**src/rtl/fpu_pkg.sv**
```systemverilog
// Shared FPU definitions: status codes, float field widths and the
// encoder FSM state set used by int_to_fp_encoder.
package fpu_pkg;

    localparam int EXP_W   = 10;
    localparam int MANT_W  = 21;
    localparam int FP_BIAS = 511;

    typedef enum logic [3:0] {
        OVERFLOW  = 4'd0,
        UNDERFLOW = 4'd1,
        EXACT     = 4'd2,
        INEXACT   = 4'd3
    } status_t;

    typedef enum logic [1:0] {
        IDLE = 2'd0,
        NORM = 2'd1,
        PACK = 2'd2,
        HOLD = 2'd3
    } enc_state_t;

    typedef struct packed {
        logic              sign;
        logic [EXP_W-1:0]  exp;
        logic [MANT_W-1:0] frac;
    } fp_word_t;

endpackage

```
**src/rtl/int_to_fp_encoder_if.sv**
```systemverilog
// Handshake bundle between an integer producer / float consumer (master)
// and the int_to_fp_encoder (slave).
interface int_to_fp_encoder_if;
    import fpu_pkg::*;

    logic [31:0] int_in;
    logic        in_valid;
    logic        in_ready;
    logic [31:0] data_out;
    status_t     status_out;
    logic        out_valid;
    logic        out_ready;

    modport master (
        output int_in, in_valid, out_ready,
        input  in_ready, data_out, status_out, out_valid
    );

    modport slave (
        input  int_in, in_valid, out_ready,
        output in_ready, data_out, status_out, out_valid
    );
endinterface

```
**src/rtl/fp_pack_round.sv**
```systemverilog
// Combinational packer: normalised magnitude + shift count + sign -> float word
// and status. Rounding mode selected by macro FPU_ROUND_NEAREST_EN (default: truncate).
module fp_pack_round
    import fpu_pkg::*;
#(
    parameter int BIAS = FP_BIAS
)
(
    input  logic [31:0] mag,
    input  logic [4:0]  lz,
    input  logic        sign,
    output logic [31:0] data,
    output status_t     status
);

    logic [9:0]        lost_bits;
    logic [MANT_W-1:0] frac_trunc;
    logic [EXP_W-1:0]  exp_base;
    logic [MANT_W-1:0] frac_final;
    logic [EXP_W-1:0]  exp_final;

    // mag[31] is the hidden 1; the next 21 bits are the fraction.
    assign lost_bits  = mag[9:0];
    assign frac_trunc = mag[30:10];
    assign exp_base   = EXP_W'(BIAS + 31) - EXP_W'(lz);

`ifdef FPU_ROUND_NEAREST_EN
    logic            round_up;
    logic [MANT_W:0] frac_sum;

    assign round_up   = (lost_bits > 10'h200) || ((lost_bits == 10'h200) && frac_trunc[0]);
    assign frac_sum   = {1'b0, frac_trunc} + {{MANT_W{1'b0}}, round_up};
    // An all-ones fraction rounding up wraps to zero and bumps the exponent.
    assign frac_final = frac_sum[MANT_W-1:0];
    assign exp_final  = exp_base + {{(EXP_W-1){1'b0}}, frac_sum[MANT_W]};
`else
    assign frac_final = frac_trunc;
    assign exp_final  = exp_base;
`endif

    always_comb begin
        data   = '0;
        status = EXACT;
        if (mag != '0) begin
            data   = {sign, exp_final, frac_final};
            status = (lost_bits != '0) ? INEXACT : EXACT;
        end
    end

endmodule

```
**src/rtl/int_to_fp_encoder.sv**
```systemverilog
// Iterative integer -> float encoder (one normalising shift per cycle).
// Rounding mode is chosen in fp_pack_round via macro FPU_ROUND_NEAREST_EN.
module int_to_fp_encoder
    import fpu_pkg::*;
#(
    parameter int BIAS      = FP_BIAS,
    parameter bit SIGNED_IN = 1'b1
)
(
    input  logic               clock_100Khz,
    input  logic               reset,
    int_to_fp_encoder_if.slave bus
);

    localparam logic [1:0] ST_IDLE = 2'(IDLE);
    localparam logic [1:0] ST_NORM = 2'(NORM);
    localparam logic [1:0] ST_PACK = 2'(PACK);
    localparam logic [1:0] ST_HOLD = 2'(HOLD);

    logic [1:0]  state_reg,     state_next;
    logic [31:0] mag_reg,       mag_next;
    logic [4:0]  lz_reg,        lz_next;
    logic        sign_reg,      sign_next;
    logic [31:0] data_reg,      data_next;
    status_t     status_reg,    status_next;
    logic        out_valid_reg, out_valid_next;

    logic        in_neg;
    logic [31:0] pack_data;
    status_t     pack_status;

    fp_pack_round #(
        .BIAS (BIAS)
    ) u_pack (
        .mag    (mag_reg),
        .lz     (lz_reg),
        .sign   (sign_reg),
        .data   (pack_data),
        .status (pack_status)
    );

    // -2^31 negates to itself, which read as unsigned is exactly 0x8000_0000.
    assign in_neg = SIGNED_IN && bus.int_in[31];

    always_comb begin
        state_next     = state_reg;
        mag_next       = mag_reg;
        lz_next        = lz_reg;
        sign_next      = sign_reg;
        data_next      = data_reg;
        status_next    = status_reg;
        out_valid_next = out_valid_reg;

        case (state_reg)
            ST_IDLE: begin
                if (bus.in_valid) begin
                    sign_next  = in_neg;
                    mag_next   = in_neg ? (~bus.int_in + 32'd1) : bus.int_in;
                    lz_next    = '0;
                    state_next = ST_NORM;
                end
            end
            ST_NORM: begin
                if (mag_reg[31] || (mag_reg == '0)) begin
                    state_next = ST_PACK;
                end else begin
                    mag_next = mag_reg << 1;
                    lz_next  = lz_reg + 5'd1;
                end
            end
            ST_PACK: begin
                data_next      = pack_data;
                status_next    = pack_status;
                out_valid_next = 1'b1;
                state_next     = ST_HOLD;
            end
            ST_HOLD: begin
                // data_out is left as-is after the handshake; only valid drops.
                if (bus.out_ready) begin
                    out_valid_next = 1'b0;
                    state_next     = ST_IDLE;
                end
            end
            default: state_next = ST_IDLE;
        endcase
    end

    always_ff @(posedge clock_100Khz) begin
        if (reset) begin
            state_reg     <= ST_IDLE;
            mag_reg       <= '0;
            lz_reg        <= '0;
            sign_reg      <= 1'b0;
            data_reg      <= '0;
            status_reg    <= EXACT;
            out_valid_reg <= 1'b0;
        end else begin
            state_reg     <= state_next;
            mag_reg       <= mag_next;
            lz_reg        <= lz_next;
            sign_reg      <= sign_next;
            data_reg      <= data_next;
            status_reg    <= status_next;
            out_valid_reg <= out_valid_next;
        end
    end

    assign bus.in_ready   = (state_reg == ST_IDLE);
    assign bus.data_out   = data_reg;
    assign bus.status_out = status_reg;
    assign bus.out_valid  = out_valid_reg;

endmodule
```
**src/flat_wrapper.sv**
```systemverilog
// flat-port wrapper written by rule: the top's interface ports become plain ports
module int_to_fp_encoder_flat import fpu_pkg::*;
#(
    parameter int BIAS      = FP_BIAS,
    parameter bit SIGNED_IN = 1'b1
)
  (clock_100Khz, reset, bus_int_in, bus_in_valid, bus_out_ready, bus_in_ready, bus_data_out, bus_status_out, bus_out_valid);
  int_to_fp_encoder_if bus_i ();
  input  logic clock_100Khz;
  input  logic reset;
  input wire logic [$bits(bus_i.int_in)-1:0] bus_int_in;
  input wire logic [$bits(bus_i.in_valid)-1:0] bus_in_valid;
  input wire logic [$bits(bus_i.out_ready)-1:0] bus_out_ready;
  output wire logic [$bits(bus_i.in_ready)-1:0] bus_in_ready;
  output wire logic [$bits(bus_i.data_out)-1:0] bus_data_out;
  output wire logic [$bits(bus_i.status_out)-1:0] bus_status_out;
  output wire logic [$bits(bus_i.out_valid)-1:0] bus_out_valid;
  assign bus_i.int_in = bus_int_in;
  assign bus_i.in_valid = bus_in_valid;
  assign bus_i.out_ready = bus_out_ready;
  assign bus_in_ready = bus_i.in_ready;
  assign bus_data_out = bus_i.data_out;
  assign bus_status_out = bus_i.status_out;
  assign bus_out_valid = bus_i.out_valid;
  int_to_fp_encoder #(.BIAS(BIAS), .SIGNED_IN(SIGNED_IN)) u_core (.clock_100Khz(clock_100Khz), .reset(reset), .bus(bus_i));
endmodule
```
**config.mk**
```make
export PLATFORM = sky130hd
export DESIGN_NAME = int_to_fp_encoder_flat
export DESIGN_NICKNAME = d
export VERILOG_FILES = /design/src/rtl/fpu_pkg.sv /design/src/rtl/int_to_fp_encoder_if.sv /design/src/rtl/fp_pack_round.sv /design/src/rtl/int_to_fp_encoder.sv /design/src/flat_wrapper.sv
export SDC_FILE = /design/constraint.sdc
export NUM_CORES = 1
export LEC_CHECK = 0
export CAP_MARGIN = 40
export CORE_MARGIN = 1
export CORE_UTILIZATION = 40
export DETAILED_ROUTE_END_ITERATION = 10
export PLACE_DENSITY_LB_ADDON = 0.12
export SKIP_LAST_GASP = 1
export SLEW_MARGIN = 10
export SYNTH_ARGS = -nofsm -noshare
export SYNTH_HDL_FRONTEND = slang
export SYNTH_HIERARCHICAL = 1
export SYNTH_SLANG_ARGS = --single-unit
```
**constraint.sdc**
```tcl
create_clock -name clock_100Khz -period 2.8 [get_ports clock_100Khz]
set_input_delay 0.56 -clock clock_100Khz [delete_from_list [all_inputs] [get_ports clock_100Khz]]
set_output_delay 0.56 -clock clock_100Khz [all_outputs]
set_load 0.05 [all_outputs]
```
# Word level (Yosys, flattened, before mapping)
# Cells that the tools add are included.
totals:
  ff_bits: 77
  elab_cells: 45
  output_inout_bits: 38
classes:
  n_addsub: 3
  n_mux: 16
  n_eq_ne: 7
  n_reduce_logical: 11
  bitwise_logic: 1
op_table:
  columns: ["cell", "count"]
  rows:
  - ["32-bit 2-to-1 mux", 4]
  - ["32-bit one-hot mux with 2 select lines", 1]
  - ["32-bit by 1-bit adder with 32-bit output, second input constant", 1]
  - ["32-bit logical NOT", 1]
  - ["32-bit inverter", 1]
  - ["32-bit nonzero test", 1]
  - ["5-bit 2-to-1 mux", 2]
  - ["5-bit one-hot mux with 2 select lines", 1]
  - ["10-bit nonzero test", 1]
  - ["10-bit by 5-bit subtractor with 10-bit output, first input constant", 1]
  - ["2-bit one-hot mux with 4 select lines", 1]
  - ["2-bit 2-to-1 mux", 3]
  - ["2-bit inequality test, second input constant", 3]
  - ["3-bit AND reduction", 2]
  - ["5-bit by 1-bit adder with 5-bit output, second input constant", 1]
  - ["2-bit equality test, second input constant", 2]
  - ["2-bit AND reduction", 2]
  - ["2-bit nonzero test", 2]
  - ["1-bit 2-to-1 mux", 3]
  - ["2-bit by 1-bit equality test with 1-bit output, second input constant", 1]
  - ["2-bit logical NOT", 1]
  - ["2-bit by 1-bit inequality test with 1-bit output, second input constant", 1]
  - ["1-bit one-hot mux with 2 select lines", 1]
  - ["1-bit logical OR", 1]

# Logic depth before layout (Yosys ltp)
depth:
  ltp_word: 5
  ltp_mapped: 10

# By module
# The synthesis kept the hierarchy.
modules_own_cells:
  columns: ["module", "seq_area_each_um2", "cells_per_inst", "area_each_um2", "n_inst"]
  rows:
  - ["int_to_fp_encoder", 1541.5, 475, 4001.3, 1]
  - ["fp_pack_round", 0.0, 58, 371.6, 1]

# Least setup slack after synthesis
# Ideal clock, no wire load.
synth_path:
  path_type: "input to register"
  startpoint: "in bus_int_in[0]"
  endpoint: "reg u_core.mag_reg[18]"
  setup_ps: 116
  setup_slack_ps: 36
  stages: 10
  arrival_time_ps: 2647
  required_ps: 2684
  path_cell_list: "inv_1 ha_1 or3b_2 buf_2 or4_4 buf_6 o41ai_4 xor2_1 o211ai_1 o211a_1"
synth_via:
  elab_chain_len: 5
synth_rtl:
  columns: ["item", "line", "source"]
  rows:
  - ["from (decl)", "flat_wrapper.sv:11", "input wire logic [$bits(bus_i.int_in)-1:0] bus_int_in;"]
  - ["32-bit inverter", "int_to_fp_encoder.sv:58", "mag_next = in_neg ? (~bus.int_in + 32'd1) : bus.int_in;"]
  - ["32-bit by 1-bit adder with 32-bit output", "int_to_fp_encoder.sv:58", null]
  - ["32-bit 2-to-1 mux", "int_to_fp_encoder.sv:58", null]
  - ["32-bit 2-to-1 mux", "int_to_fp_encoder.sv:56", "if (bus.in_valid) begin"]
  - ["32-bit one-hot mux with 2 select lines", "int_to_fp_encoder.sv:54", "case (state_reg)"]
  - ["to (signal assigned)", "int_to_fp_encoder.sv:99", "mag_reg <= mag_next;"]
  - ["to (decl)", "int_to_fp_encoder.sv:21", "logic [31:0] mag_reg, mag_next;"]
# No other way between the ends. The select of a mux whose other input is x is not followed.
# A chain may end at the register's enable or synchronous reset.

# Worst setup path in the final report
# Same ends and word-level chain as after synthesis.

==> impl_results.md <==
* Vias post-DR at 3862
* Synth-to-Final Area Change at 27.1%
* # rows at 37
* Average wire per standard cell at 14.7 um
* Worst vdd ir at 0.533 mV
* Sequential fraction of design power at 33.3%
* Slew @ Worst Pin at 0.619 ns
* Core area at 10500 um^2
* Sw Ratio at 43.6%
* I/O Buffers at 73
* Post-CTS setup repair buffer count at 0
* DRT antenna net count at 0
* Drt total wl at 10.8 mm
* First-pass GRT wire length at 17.9 mm
* Share of layout cells above drive strength 1 at 13.2%
* Slew Limit Fails at 0
* Place WS at -0.367 ns
* Register area at 1540 um^2
* Pwr Density at 907 nW/um^2
* # clock sinks at 77
* Fmax at 369 MHz
* Ys Warns at 6
* DR iter-0 viols at 152
* Largest cells by area after synthesis: dfxtp_1 (35%), mux2i_1 (8.9%), nand2_1 (5.9%)
* Crit-path leading delay family: simple AND/OR/NAND/NOR gates
* CP peak stage delay at 0.56 ns
* Unrepaired setup endpoints after global routing: no
* Hold Violations, Final at 0
* Global Route Usage Sum at 19.9%
* Clock Path Buffers at 2
* Syn avg cell area at 8.20 um^2
* GRT overflow at 0
* Post-DP HPWL at 7.86 mm
* Crit path capture type: register
* Die Wd at 107 um
* Max-cap violations at 0
* Multi-input gate area at 2550 um^2
* Area of placed instances at 5330 um^2
* Tcrit/Tclk final at 96.8%
* CTS clock-pin slew for the worst setup and hold paths at 0.09 ns
* Yosys top cell area share at 35.3%
* Yosys reg bits at 77
* Minimum clock period at 2.71 ns
* # IOs at 74
* Share of synthesized registers carrying an async set or reset at 0%
* HP Class: reg -> reg
* Post-CTS Resized at 0
* DIE HEIGHT at 107 um
* Synth Flop Type: dfxtp_1
* CP Launch Type: input port
* Via-per-instance ratio at 5.25
* Die area at 11400 um^2
* CTS tree: yes
* Post-CTS Hold Buffers at 0
* Power Internal at 2.84 mW
* Largest area contributor in the netlist: dfxtp_1
* Worst hold margin at 0.481 ns
* 1st-pass router iterations at 4
* Initial Utilization at 41.8%
* Non-filler cells, final at 736
* Drt drc at 0
* Slowest cell on the critical path: or4_4
* Total CTS buffers at 9
* Placed cells at 720
* FILL cells at 1055
* Final Cell Area at 5560 um^2
* Final GP Congestion at 0.817
* Crit path buffers/inverters at 2
* Clock share of power at 18.6%
* Clock Skew at 0.0115 ns
* Initial antenna violation count at 0
* Skew-Pair Late Insertion Delay at 0.35 ns
* Total Power at 5.04 mW
* Nets@finish at 639
* Outcome: finished clean
* CP arrival at 2.96 ns
* Vias in the first global route at 3665
* Required @ worst endpoint at 3.05 ns
* Post-synth cell types at 51
* Largest net degree at the start of global routing at 68
* Leak at 1.98 nW
* Slew HR at 58.8%
* Crit-path max FO at 5
* Final setup margin at 0.0891 ns
* Crit-path cells: clkdlybuf4s50_1 > inv_1 > ha_1 > or3b_4 > or4_4 > o41ai_4 > xor2_1 > o211ai_1 > o211a_1
* Seq/Total Area, Yosys at 35.3%
* Clock H-tree levels at 3
* Antenna Cells at 0
* P_sw at 2.19 mW
* Cells after synthesis at 533
* CTS Root Cell: clkbuf_8
* Setup-failing EPs final at 0
* WS Path Type: in -> reg
* Comb power frac at 48.2%
* EDFF count, synth at 0
* Synth Cell Area at 4370 um^2
==> cell usage after synthesis (3+ instances only) <==
| cell | n |
|---|---|
| or3_1 | 6 |
| o21ai_1 | 5 |
| xnor2_1 | 14 |
| buf_4 | 3 |
| o41ai_1 | 5 |
| buf_1 | 6 |
| nand3_1 | 6 |
| inv_1 | 6 |
| and3_1 | 4 |
| nand2_1 | 69 |
| or4_4 | 5 |
| a21boi_0 | 3 |
| nor4_1 | 15 |
| nor3_1 | 7 |
| o211ai_2 | 3 |
| or4_1 | 5 |
| dfxtp_1 | 77 |
| mux2i_1 | 39 |
| buf_6 | 4 |
| o31ai_1 | 8 |
| nand4_1 | 3 |
| nand2b_1 | 17 |
| a21boi_2 | 4 |
| ha_1 | 8 |
| nor2_1 | 46 |
| a21oi_1 | 43 |
| o211ai_1 | 12 |
| clkbuf_1 | 48 |
| xor2_1 | 15 |
| o21ai_0 | 19 |
| nor2b_1 | 4 |
==> final timing paths <==
kind                                         from                         endpoint  slack, ns  cells past startpoint
setup / recovery                    bus_int_in[0]  u_core/mag_reg[18]$_SDFFE_PP0P_       0.09                      9
hold / removal       u_core/sign_reg$_SDFFE_PP0P_     u_core/sign_reg$_SDFFE_PP0P_       0.48                      2
setup reg to reg  u_core/mag_reg[19]$_SDFFE_PP0P_    u_core/lz_reg[2]$_SDFFE_PP0P_       0.74                      8
hold reg to reg      u_core/sign_reg$_SDFFE_PP0P_     u_core/sign_reg$_SDFFE_PP0P_       0.48                      2
==> per-stage QoR <==
step                      util [%]  setup TNS [ns]
after global placement        51.0           -3.56
after floorplan                  -               0
final                         53.1               0
after CTS                     53.0               0
after global routing          53.1               0
after detailed placement      51.0           -3.88
==> kinds of logic (layout without fill, tap and decap cells) <==
family	count (synthesis)	after routing	share of synthesized area, %
xor gates and xnor gates	29	29	5.81
muxes	39	39	8.93
and+or+nand+nor	194	194	22.1
other	2	3	0.172
adders and majority gates	8	8	2.29
DFF	77	77	35.3
AOI/OAI and AO/OA	116	116	18.7
buffers and inverters	68	134	6.81
==> layout make-up <==
| type | instances | share of cell area (%) |
|---|---|---|
| inverters | 6 | 0.405 |
| clock inverters | 5 | 1.51 |
| well taps | 136 | 3.06 |
| repair buffers | 112 | 19.0 |
| flip-flops and latches | 77 | 27.7 |
| multi-input cells | 389 | 45.9 |
| clock buffers | 11 | 2.36 |
==> routing by layer <==
layer	wire length [um]	vias to the layer above	track usage (%)
met5	0	-	0
met3	462	16	2.76
met1	4880	1773	24.7
met4	194	0	8.02
li1	-	1974	-
met2	5290	99	34.6
==> worst min-delay path, delay by kind of cell, from the launching register on <==
family           cells  cell delay (ns)
AND/OR/NAND/NOR      1             0.06
flip-flops           1             0.33
AO/OA/AOI/OAI        1             0.05
==> cells in the final DEF (no fill, tap or decap), types with 8 or more instances in the layout <==
master	n
dfxtp_1	77
clkdlybuf4s50_1	72
nand2_1	69
nor2_1	46
a21oi_1	43
mux2i_1	39
buf_4	36
o21ai_0	19
nand2b_1	17
nor4_1	15
xor2_1	15
xnor2_1	14
o211ai_1	12
clkbuf_8	9
o31ai_1	8
==> power groups by stage <==
stage / logic (mW) / clock network, mW / registers (mW)
after global placement: 2.39 / 0 / 1.70
after detailed placement: 2.42 / 0 / 1.70
final: 2.43 / 0.936 / 1.68
after global routing: 2.64 / 1.01 / 1.72
after floorplan: 1.59 / 0 / 1.85
after CTS: 2.42 / 0.964 / 1.68
Power figures use the tool's default switching activity.
